$ cat config.mk
export PLATFORM = sky130hd
export DESIGN_NAME = scan_slot_receiver_flat
export DESIGN_NICKNAME = d
export VERILOG_FILES = /design/src/rtl/scan_slot_receiver_pkg.sv /design/src/rtl/scan_slot_receiver_if.sv /design/src/rtl/scan_slot_receiver_regfile.sv /design/src/rtl/scan_slot_receiver.sv /design/src/flat_wrapper.sv
export SDC_FILE = /design/constraint.sdc
export NUM_CORES = 1
export LEC_CHECK = 0
export ABC_AREA = 1
export CAP_MARGIN = 20
export CORE_MARGIN = 2
export CORE_UTILIZATION = 62
export CTS_BUF_LIST = sky130_fd_sc_hd__clkbuf_4 sky130_fd_sc_hd__clkbuf_8
export DETAILED_ROUTE_END_ITERATION = 12
export PLACE_DENSITY = 0.82
export SLEW_MARGIN = 40
export SYNTH_ARGS = -nofsm -noshare
export SYNTH_HDL_FRONTEND = slang
export SYNTH_HIERARCHICAL = 1
export SYNTH_SLANG_ARGS = --single-unit
$ cat constraint.sdc
create_clock -name clk -period 3 [get_ports clk]
set_clock_uncertainty 0.05 [all_clocks]
set_input_delay 0.6 -clock clk [delete_from_list [all_inputs] [get_ports clk]]
set_output_delay 0.6 -clock clk [all_outputs]
set_load 0.005 [all_outputs]
$ cat src/rtl/scan_slot_receiver_pkg.sv
// Constants shared by both ends of the digit-scan link: slot address width,
// the scan order table and the receiver state encoding.
package scan_link_pkg;

    localparam int SLOT_ADDR_W = 4;
    localparam int SEQ_LEN     = 10;

    typedef logic [SLOT_ADDR_W-1:0] slot_addr_t;

    typedef enum logic [1:0] {
        ST_IDLE   = 2'd0,
        ST_SHIFT  = 2'd1,
        ST_COMMIT = 2'd2
    } rx_state_e;

    // Scan order 0,9,1,2,...,8; positions past the end of the table read as 0.
    function automatic slot_addr_t seq_at(input logic [3:0] pos);
        slot_addr_t a;
        if (pos == 4'd0) begin
            a = '0;
        end else if (pos == 4'd1) begin
            a = slot_addr_t'(9);
        end else if (pos < 4'(SEQ_LEN)) begin
            a = pos - 4'd1;
        end else begin
            a = '0;
        end
        return a;
    endfunction

endpackage

$ cat src/rtl/scan_slot_receiver_if.sv
// Link-side and read-port signals of the slot receiver; master drives the
// link and read select, slave is the receiver.
interface scan_slot_receiver_if
    import scan_link_pkg::*;
#(
    parameter int DATA_W = 8
);
    logic              tick;
    logic              sl;
    slot_addr_t        addr;
    logic              sdi;
    slot_addr_t        rd_sel;
    logic [DATA_W-1:0] rd_data;
    logic              wr_pulse;
    logic              frame_done;
    logic              seq_err;
    logic              len_err;
    logic              busy;

    modport master (
        output tick, sl, addr, sdi, rd_sel,
        input  rd_data, wr_pulse, frame_done, seq_err, len_err, busy
    );

    modport slave (
        input  tick, sl, addr, sdi, rd_sel,
        output rd_data, wr_pulse, frame_done, seq_err, len_err, busy
    );

endinterface

$ cat src/rtl/scan_slot_receiver_regfile.sv
// Slot register file: one synchronous write port, one combinational read
// port that returns 0 for selects beyond the last slot.
module scan_slot_regfile
    import scan_link_pkg::*;
#(
    parameter int DATA_W    = 8,
    parameter int NUM_SLOTS = 10
) (
    input  logic              clk,
    input  logic              reset,
    input  logic              wr_en,
    input  slot_addr_t        wr_addr,
    input  logic [DATA_W-1:0] wr_data,
    input  slot_addr_t        rd_sel,
    output logic [DATA_W-1:0] rd_data
);

    logic [DATA_W-1:0] slots [NUM_SLOTS];

    // NOTE: the slots are reset on purpose - a blank display after reset is
    // part of the contract - so this is a flop array, not an inferred RAM.
    always_ff @(posedge clk or posedge reset) begin
        if (reset) begin
            for (int i = 0; i < NUM_SLOTS; i++) begin
                slots[i] <= '0;
            end
        end else if (wr_en) begin
            for (int i = 0; i < NUM_SLOTS; i++) begin
                if (wr_addr == SLOT_ADDR_W'(i)) begin
                    slots[i] <= wr_data;
                end
            end
        end
    end

    always_comb begin
        rd_data = '0;
        for (int i = 0; i < NUM_SLOTS; i++) begin
            if (rd_sel == SLOT_ADDR_W'(i)) begin
                rd_data = slots[i];
            end
        end
    end

endmodule

$ cat src/rtl/scan_slot_receiver.sv
// Receiving end of the digit-scan link: rebuilds each serial slot word,
// stores it, checks the scan order and flags complete in-order frames.
module scan_slot_receiver
    import scan_link_pkg::*;
#(
    parameter int DATA_W    = 8,
    parameter int NUM_SLOTS = 10
) (
    input  logic                 clk,
    input  logic                 reset,
    scan_slot_receiver_if.slave  bus
);

    localparam int                     CNT_W      = $clog2(DATA_W);
    localparam logic [CNT_W-1:0]       LAST_BIT   = CNT_W'(DATA_W - 1);
    localparam logic [SLOT_ADDR_W:0]   SLOT_LIMIT = (SLOT_ADDR_W + 1)'(NUM_SLOTS);

    rx_state_e         state;
    rx_state_e         state_next;
    logic [DATA_W-1:0] shreg;
    logic [CNT_W-1:0]  bit_cnt;
    slot_addr_t        cur_addr;
    logic [3:0]        pos;
    logic [3:0]        pos_next;
    logic              seq_ok;
    logic              seq_ok_next;

    logic              wr_en;
    logic              frame_hit;
    logic              seq_bad;
    logic              len_bad;
    logic              wr_pulse_q;
    logic              frame_done_q;
    logic              seq_err_q;
    logic              len_err_q;

    logic              slot_start;
    logic              data_bit;
    logic              addr_in_range;

    assign slot_start    = bus.tick & bus.sl;
    assign data_bit      = bus.tick & ~bus.sl;
    assign addr_in_range = ({1'b0, cur_addr} < SLOT_LIMIT);

    // NOTE: clocked state uses non-blocking assignments only, so every flop
    // samples the values from before the edge regardless of block order.
    always_ff @(posedge clk or posedge reset) begin
        if (reset) begin
            state <= ST_IDLE;
        end else begin
            state <= state_next;
        end
    end

    always_comb begin
        state_next = state;
        case (state)
            ST_IDLE:   if (slot_start) state_next = ST_SHIFT;
            ST_SHIFT:  if (data_bit && bit_cnt == LAST_BIT) state_next = ST_COMMIT;
            ST_COMMIT: state_next = slot_start ? ST_SHIFT : ST_IDLE;
            default:   state_next = ST_IDLE;
        endcase
    end

    // NOTE: every output of this block gets a default first, so no path
    // through the case leaves a signal unassigned and no latch is inferred.
    always_comb begin
        wr_en       = 1'b0;
        frame_hit   = 1'b0;
        seq_bad     = 1'b0;
        len_bad     = 1'b0;
        pos_next    = pos;
        seq_ok_next = seq_ok;
        case (state)
            ST_SHIFT: len_bad = slot_start;
            ST_COMMIT: begin
                if (!addr_in_range) begin
                    seq_bad     = 1'b1;
                    seq_ok_next = 1'b0;
                    pos_next    = '0;
                end else begin
                    wr_en = 1'b1;
                    if (cur_addr == '0) begin
                        pos_next    = 4'd1;
                        seq_ok_next = 1'b1;
                    end else if (seq_ok && cur_addr == seq_at(pos)) begin
                        pos_next = pos + 4'd1;
                    end else begin
                        seq_bad     = 1'b1;
                        seq_ok_next = 1'b0;
                        pos_next    = '0;
                    end
                    if (!seq_bad && {1'b0, pos_next} == SLOT_LIMIT) begin
                        frame_hit = 1'b1;
                        pos_next  = '0;
                    end
                end
            end
            default: ;
        endcase
    end

    // A new SL restarts the word from any state; a partial word is dropped.
    always_ff @(posedge clk or posedge reset) begin
        if (reset) begin
            shreg    <= '0;
            bit_cnt  <= '0;
            cur_addr <= '0;
        end else if (slot_start) begin
            shreg    <= '0;
            bit_cnt  <= '0;
            cur_addr <= bus.addr;
        end else if (state == ST_SHIFT && data_bit) begin
            shreg <= {shreg[DATA_W-2:0], bus.sdi};
            if (bit_cnt != LAST_BIT) begin
                bit_cnt <= bit_cnt + 1'b1;
            end
        end
    end

    always_ff @(posedge clk or posedge reset) begin
        if (reset) begin
            pos          <= '0;
            seq_ok       <= 1'b0;
            wr_pulse_q   <= 1'b0;
            frame_done_q <= 1'b0;
            seq_err_q    <= 1'b0;
            len_err_q    <= 1'b0;
        end else begin
            pos          <= pos_next;
            seq_ok       <= seq_ok_next;
            wr_pulse_q   <= wr_en;
            frame_done_q <= frame_hit;
            seq_err_q    <= seq_bad;
            len_err_q    <= len_bad;
        end
    end

    scan_slot_regfile #(
        .DATA_W    (DATA_W),
        .NUM_SLOTS (NUM_SLOTS)
    ) u_regfile (
        .clk     (clk),
        .reset   (reset),
        .wr_en   (wr_en),
        .wr_addr (cur_addr),
        .wr_data (shreg),
        .rd_sel  (bus.rd_sel),
        .rd_data (bus.rd_data)
    );

    assign bus.wr_pulse   = wr_pulse_q;
    assign bus.frame_done = frame_done_q;
    assign bus.seq_err    = seq_err_q;
    assign bus.len_err    = len_err_q;
    assign bus.busy       = (state != ST_IDLE);

endmodule

$ cat src/flat_wrapper.sv
// flat-port wrapper written by rule: the top's interface ports become plain ports
module scan_slot_receiver_flat import scan_link_pkg::*;
#(
    parameter int DATA_W    = 8,
    parameter int NUM_SLOTS = 10
)
  (clk, reset, bus_tick, bus_sl, bus_addr, bus_sdi, bus_rd_sel, bus_rd_data, bus_wr_pulse, bus_frame_done, bus_seq_err, bus_len_err, bus_busy);
  scan_slot_receiver_if #(.DATA_W(DATA_W)) bus_i ();
  input  logic clk;
  input  logic reset;
  input wire logic [$bits(bus_i.tick)-1:0] bus_tick;
  input wire logic [$bits(bus_i.sl)-1:0] bus_sl;
  input wire logic [$bits(bus_i.addr)-1:0] bus_addr;
  input wire logic [$bits(bus_i.sdi)-1:0] bus_sdi;
  input wire logic [$bits(bus_i.rd_sel)-1:0] bus_rd_sel;
  output wire logic [$bits(bus_i.rd_data)-1:0] bus_rd_data;
  output wire logic [$bits(bus_i.wr_pulse)-1:0] bus_wr_pulse;
  output wire logic [$bits(bus_i.frame_done)-1:0] bus_frame_done;
  output wire logic [$bits(bus_i.seq_err)-1:0] bus_seq_err;
  output wire logic [$bits(bus_i.len_err)-1:0] bus_len_err;
  output wire logic [$bits(bus_i.busy)-1:0] bus_busy;
  assign bus_i.tick = bus_tick;
  assign bus_i.sl = bus_sl;
  assign bus_i.addr = bus_addr;
  assign bus_i.sdi = bus_sdi;
  assign bus_i.rd_sel = bus_rd_sel;
  assign bus_rd_data = bus_i.rd_data;
  assign bus_wr_pulse = bus_i.wr_pulse;
  assign bus_frame_done = bus_i.frame_done;
  assign bus_seq_err = bus_i.seq_err;
  assign bus_len_err = bus_i.len_err;
  assign bus_busy = bus_i.busy;
  scan_slot_receiver #(.DATA_W(DATA_W), .NUM_SLOTS(NUM_SLOTS)) u_core (.clk(clk), .reset(reset), .bus(bus_i));
endmodule
Word level (Yosys, flattened, before mapping)
Index checks and enable logic that the tools add are counted.
Cells by class
  equality and inequality tests: 28
  mux-type cells: 46
  reductions and logical operators: 25
  $add $sub $neg: 3
  bitwise logic cells: 3
  magnitude comparators: 2
Operator list (number)
  2-to-1 mux 8 bit: 12
  2-to-1 mux 4 bit: 12
  == test 4 x 3 -> 1 bit, second input constant: 8
  AND reduction 2 bit: 13
  == test 4 bit, second input constant: 5
  == test 4 x 2 -> 1 bit, second input constant: 4
  2-to-1 mux 1 bit: 16
  == test 4 x 1 -> 1 bit, second input constant: 3
  zero test 4 bit: 3
  2-to-1 mux 3 bit: 3
  less-than comparator 4 bit, second input constant: 2
  inequality test 3 bit, second input constant: 2
  case mux 2 bit (3 select lines): 1
  nonzero test 2 bit: 3
  adder 4 x 1 -> 4 bit, second input constant: 1
  == test 4 bit: 1
  logical AND 1 bit: 4
  2-to-1 mux 2 bit: 2
  inequality test 2 x 1 -> 1 bit, second input constant: 2
  subtractor 4 x 1 -> 4 bit, second input constant: 1
  adder 3 x 1 -> 3 bit, second input constant: 1
  == test 3 bit, second input constant: 1
  bitwise AND 1 bit: 2
  == test 2 x 1 -> 1 bit, second input constant: 1
  other kinds (4): 4
Word-level totals
  input bits: 13
  logic and storage cells: 127
  bits in registers: 106
  output and inout port bits: 13

Depth between registers and ports, before layout
  depth after elaboration: 18
  mapped depth: 15

By module
Netlist, hierarchy kept.
By module, submodules not included
  scan_slot_regfile: cells each 436, sequential area each 2001.9 um2, area an instance 3601.0 um2, times used 1
  scan_slot_receiver: cells each 163, sequential area each 650.6 um2, area an instance 1331.3 um2, times used 1

Least setup slack after synthesis
Ideal clock, no wire load.
  path type: input port to output port
  start: input port bus_rd_sel[0]
  end: output port bus_rd_data[0]
  data required time: 2.350 ns
  stages: 6
  path slack: 1.029 ns
  arrival: 1.321 ns
  path through: inv_2 nor2_4 inv_1 nor3_2 nand2_1 nand4_1
Between the ends
  longest elaborated chain between the ends: 11
  elaborated cells between the ends (all ways): 20
RTL lines
  start: declaration: RTL line flat_wrapper.sv:15  | input wire logic [$bits(bus_i.rd_sel)-1:0] bus_rd_sel;
  zero test 4 bit: RTL line scan_slot_receiver_regfile.sv:39  | if (rd_sel == SLOT_ADDR_W'(i)) begin
  2-to-1 mux 8 bit (9 in series): RTL line scan_slot_receiver_regfile.sv:39
  2-to-1 mux 8 bit *: RTL line scan_slot_receiver_regfile.sv:39
  end: declaration: RTL line flat_wrapper.sv:16  | output wire logic [$bits(bus_i.rd_data)-1:0] bus_rd_data;
Mark *: on every way between the ends. The rest lies on a longest branch, timed or not.

Worst setup path in the final report
  start: input port bus_rd_sel[2]
  end: output port bus_rd_data[4]
Same word-level chain as after synthesis.

==> results.ini <==
[outcome]
status = finished clean

[grt]
grt_usage_pct = 29.85
grt_pass1_wl_mm = 20.02
antenna_found_initial = 0
grt_pass1_vias = 4373
overflow = 0
grt_start_max_net_pins = 37

[synthesis]
synth_area_per_cell_sq_um = 8.234
syn_area_sq_mm = 0.004932
ys_ff_latch = 106
ys_seq_area_share_pct = 53.78
netlist_instances = 599
syn_nets = 617
synth_cell_types = 32
ys.warnings.count = 6

[sta]
setup_viol = 0
whs_ns = 0.4476
min_period_ns = 2.929
relSlewSlack_pct = 58.78
layout_setup_ws_ns = 0.07052
slew_violations = 0
hold_viol_final = 0
fmax_mhz = 341.4
fin_crit_sh_pct = 97.65
worstMarginPinSlew_ns = 0.6165

[routing]
m1WireLength_mm = 4.747
met3WireLength_um = 684
wl_met2_mm = 6.451
drtPass1Iterations = 5
drc = 0
dr.first_iter.drc_count = 335
top_layer = met4
wirelength_mm = 12.36
wl_per_cell_um = 16.24
vias = 4403
drtAntennaViolNets = 0
via_per_inst = 5.786

[pwr]
total_power_mw = 2.730
p_per_area_mw_per_mm2 = 474.0
ir_drop_mv = 0.3839
cellLeakagePower_nw = 2.745

[final_layout]
ff_latch_area_sq_mm = 0.002653
multi_input_area_sq_mm = 0.002003
num-nets-final = 673
fin_util_pct = 74.53
nFillCells = 577
final_area_sq_mm = 0.005759
drive_gt1_share_pct = 11.08
diodes = 0
synthToLayoutAreaGrowth_pct = 16.77

[cts]
clk_pin_slew_ns = 0.09
cts_root_buffer = clkbuf_8
htreeDepth = 3
cts_tree = built
clk_latency_ns = 0.37
clock_sinks = 106
cts_buffers = 9
cts_buffer_depth = 2

[run]
cap_violations = 0

[place]
io_buffers = 25
postPlaceCellArea_sq_mm = 0.005461
hpwl_mm = 8.776
preCtsSetupSlack_ns = -0.2138
place_congestion = 0.8757

[die]
start_util_pct = 63.83
fp.coreArea_sq_mm = 0.007727
io_pins = 26
die_x_um = 93.19
fp.dieArea_sq_mm = 0.008684
rows = 32
die_height_um = 93.19

[min_path]
min_path_type = flip-flop to flip-flop

[setup_path]
cp_max_fo = 5
cp.required_ns = 2.35
end_kind = output port
path_class = input port to output port
start_kind = input port
cp_data_arrival_time_ns = 2.28

==> critical path, cell delays in order <==
cell and delay, ns:
dlygate4sd2_1 0.27, buf_4 0.17, buf_4 0.14, nor4_4 0.29
buf_6 0.16, nand2_1 0.06, nand4_1 0.08, clkdlybuf4s50_1 0.50
==> metal layers <==
metal / up-vias / track usage, %
li1: 2054 / -
met1: 2095 / 34.92
met2: 211 / 52.84
met3: 43 / 6.124
met4: 0 / 13.73
met5: - / 0
==> registers in the layout, indices dropped and copies added (netlist names), 2 cells and up <==
signal                  flops
u_core/u_regfile/slots     80
u_core/bit_cnt              3
u_core/state                2
u_core/shreg                8
u_core/pos                  4
u_core/cur_addr             4
==> cells in the mapped netlist <==
cell type | instances | area (sq um)
a21oi_1 | 12 | 60.06
a31oi_1 | 1 | 6.260
and2_1 | 1 | 6.260
buf_2 | 2 | 10.01
clkbuf_1 | 8 | 30.03
clkbuf_8 | 1 | 13.76
clkinv_1 | 1 | 3.750
dfrtp_1 | 106 | 2653
ha_1 | 5 | 62.56
inv_1 | 58 | 217.7
inv_2 | 4 | 15.01
nand2_1 | 169 | 634.4
nand2_2 | 3 | 18.77
nand2_4 | 1 | 11.26
nand3_1 | 36 | 180.2
nand3_2 | 2 | 20.02
nand3_4 | 1 | 17.52
nand3b_1 | 1 | 7.510
nand4_1 | 18 | 112.6
nor2_1 | 60 | 225.2
nor2_2 | 6 | 37.54
nor2_4 | 2 | 22.52
nor3_1 | 1 | 5.000
nor3_2 | 2 | 20.02
nor3_4 | 2 | 32.53
nor4_1 | 1 | 6.260
nor4_2 | 1 | 12.51
o21ai_0 | 80 | 400.4
o21ai_1 | 3 | 15.01
o22ai_1 | 8 | 50.05
o31ai_1 | 1 | 7.510
xor2_1 | 2 | 17.52
==> path summary, 6_finish.rpt <==
path	to	start	cells past startpoint	slack [ns]
max in group asynchronous	u_core/u_regfile/slots[20]	reset	3	1.73
min in group asynchronous	u_core/bus.wr_pulse	reset	2	0.57
max	bus_rd_data[4]	bus_rd_sel[2]	8	0.07
min reg2reg	u_core/u_regfile/slots[52]	u_core/u_regfile/slots[52]	2	0.45
max reg2reg	u_core/u_regfile/slots[71]	u_core/state[0]	8	0.59
min	u_core/u_regfile/slots[52]	u_core/u_regfile/slots[52]	2	0.45
==> logic make-up (layout without fill, tap and decap cells) <==
logic type,count (synthesis),count (layout),share of synthesized area [%]
buffers and inverters,74,134,5.885
xor gates and xnor gates,2,2,0.3552
DFF,106,106,53.78
AOI/OAI and AO/OA,105,105,10.93
and+or+nand+nor,307,307,27.78
adders and majority gates,5,5,1.268
==> repair_timing <==
item / in CTS / in global routing
resized for setup: 9 / 6
setup endpoints to repair: 8 / 7
hold endpoints to repair: 0 / 0
pin swaps: 0 / 2
hold buffers: 0 / 0
buffers inserted: 1 / 6
==> power by group <==
| group | switching, mW | internal [mW] |
|---|---|---|
| Sequential | 0.0346 | 1.47 |
| Combinational | 0.175 | 0.100 |
| Clock | 0.469 | 0.483 |
| Total | 0.679 | 2.05 |
==> layout make-up <==
class,count,area share [%]
Sequential cell,106,46.06
Multi-Input combinational cell,419,34.78
Timing Repair Buffer,56,9.059
Inverter,63,4.106
Clock buffer,10,2.281
Tap cell,102,2.216
Clock inverter,5,1.499
==> stage by stage <==
| stage | setup TNS, ns | instances |
|---|---|---|
| after floorplan | 0 | 599 |
| after global placement | -1.325 | 739 |
| after detailed placement | -1.509 | 739 |
| after CTS | 0 | 755 |
| after global routing | -0.004078 | 761 |
| final | 0 | 761 |
==> placed cells by master, fill, tap and decap left out, types with 2 or more instances in the layout <==
cell type,instances
nand4_1,18
inv_6,2
inv_2,5
nand2_1,168
buf_4,27
dfrtp_1,106
nor3_4,2
nand3_1,36
dlygate4sd2_1,5
nor2_1,59
nor2_2,7
bufinv_16,2
o21ai_0,80
a21oi_1,12
buf_6,2
o22ai_1,8
clkbuf_8,9
nor3_2,2
dlymetal6s2s_1,5
nand3_2,2
nor2_4,2
nand2_2,4
clkdlybuf4s50_1,15
buf_12,2
inv_1,57
ha_1,5
o21ai_1,3
xor2_1,2
Note: power is estimated with default switching activity, not from simulation.
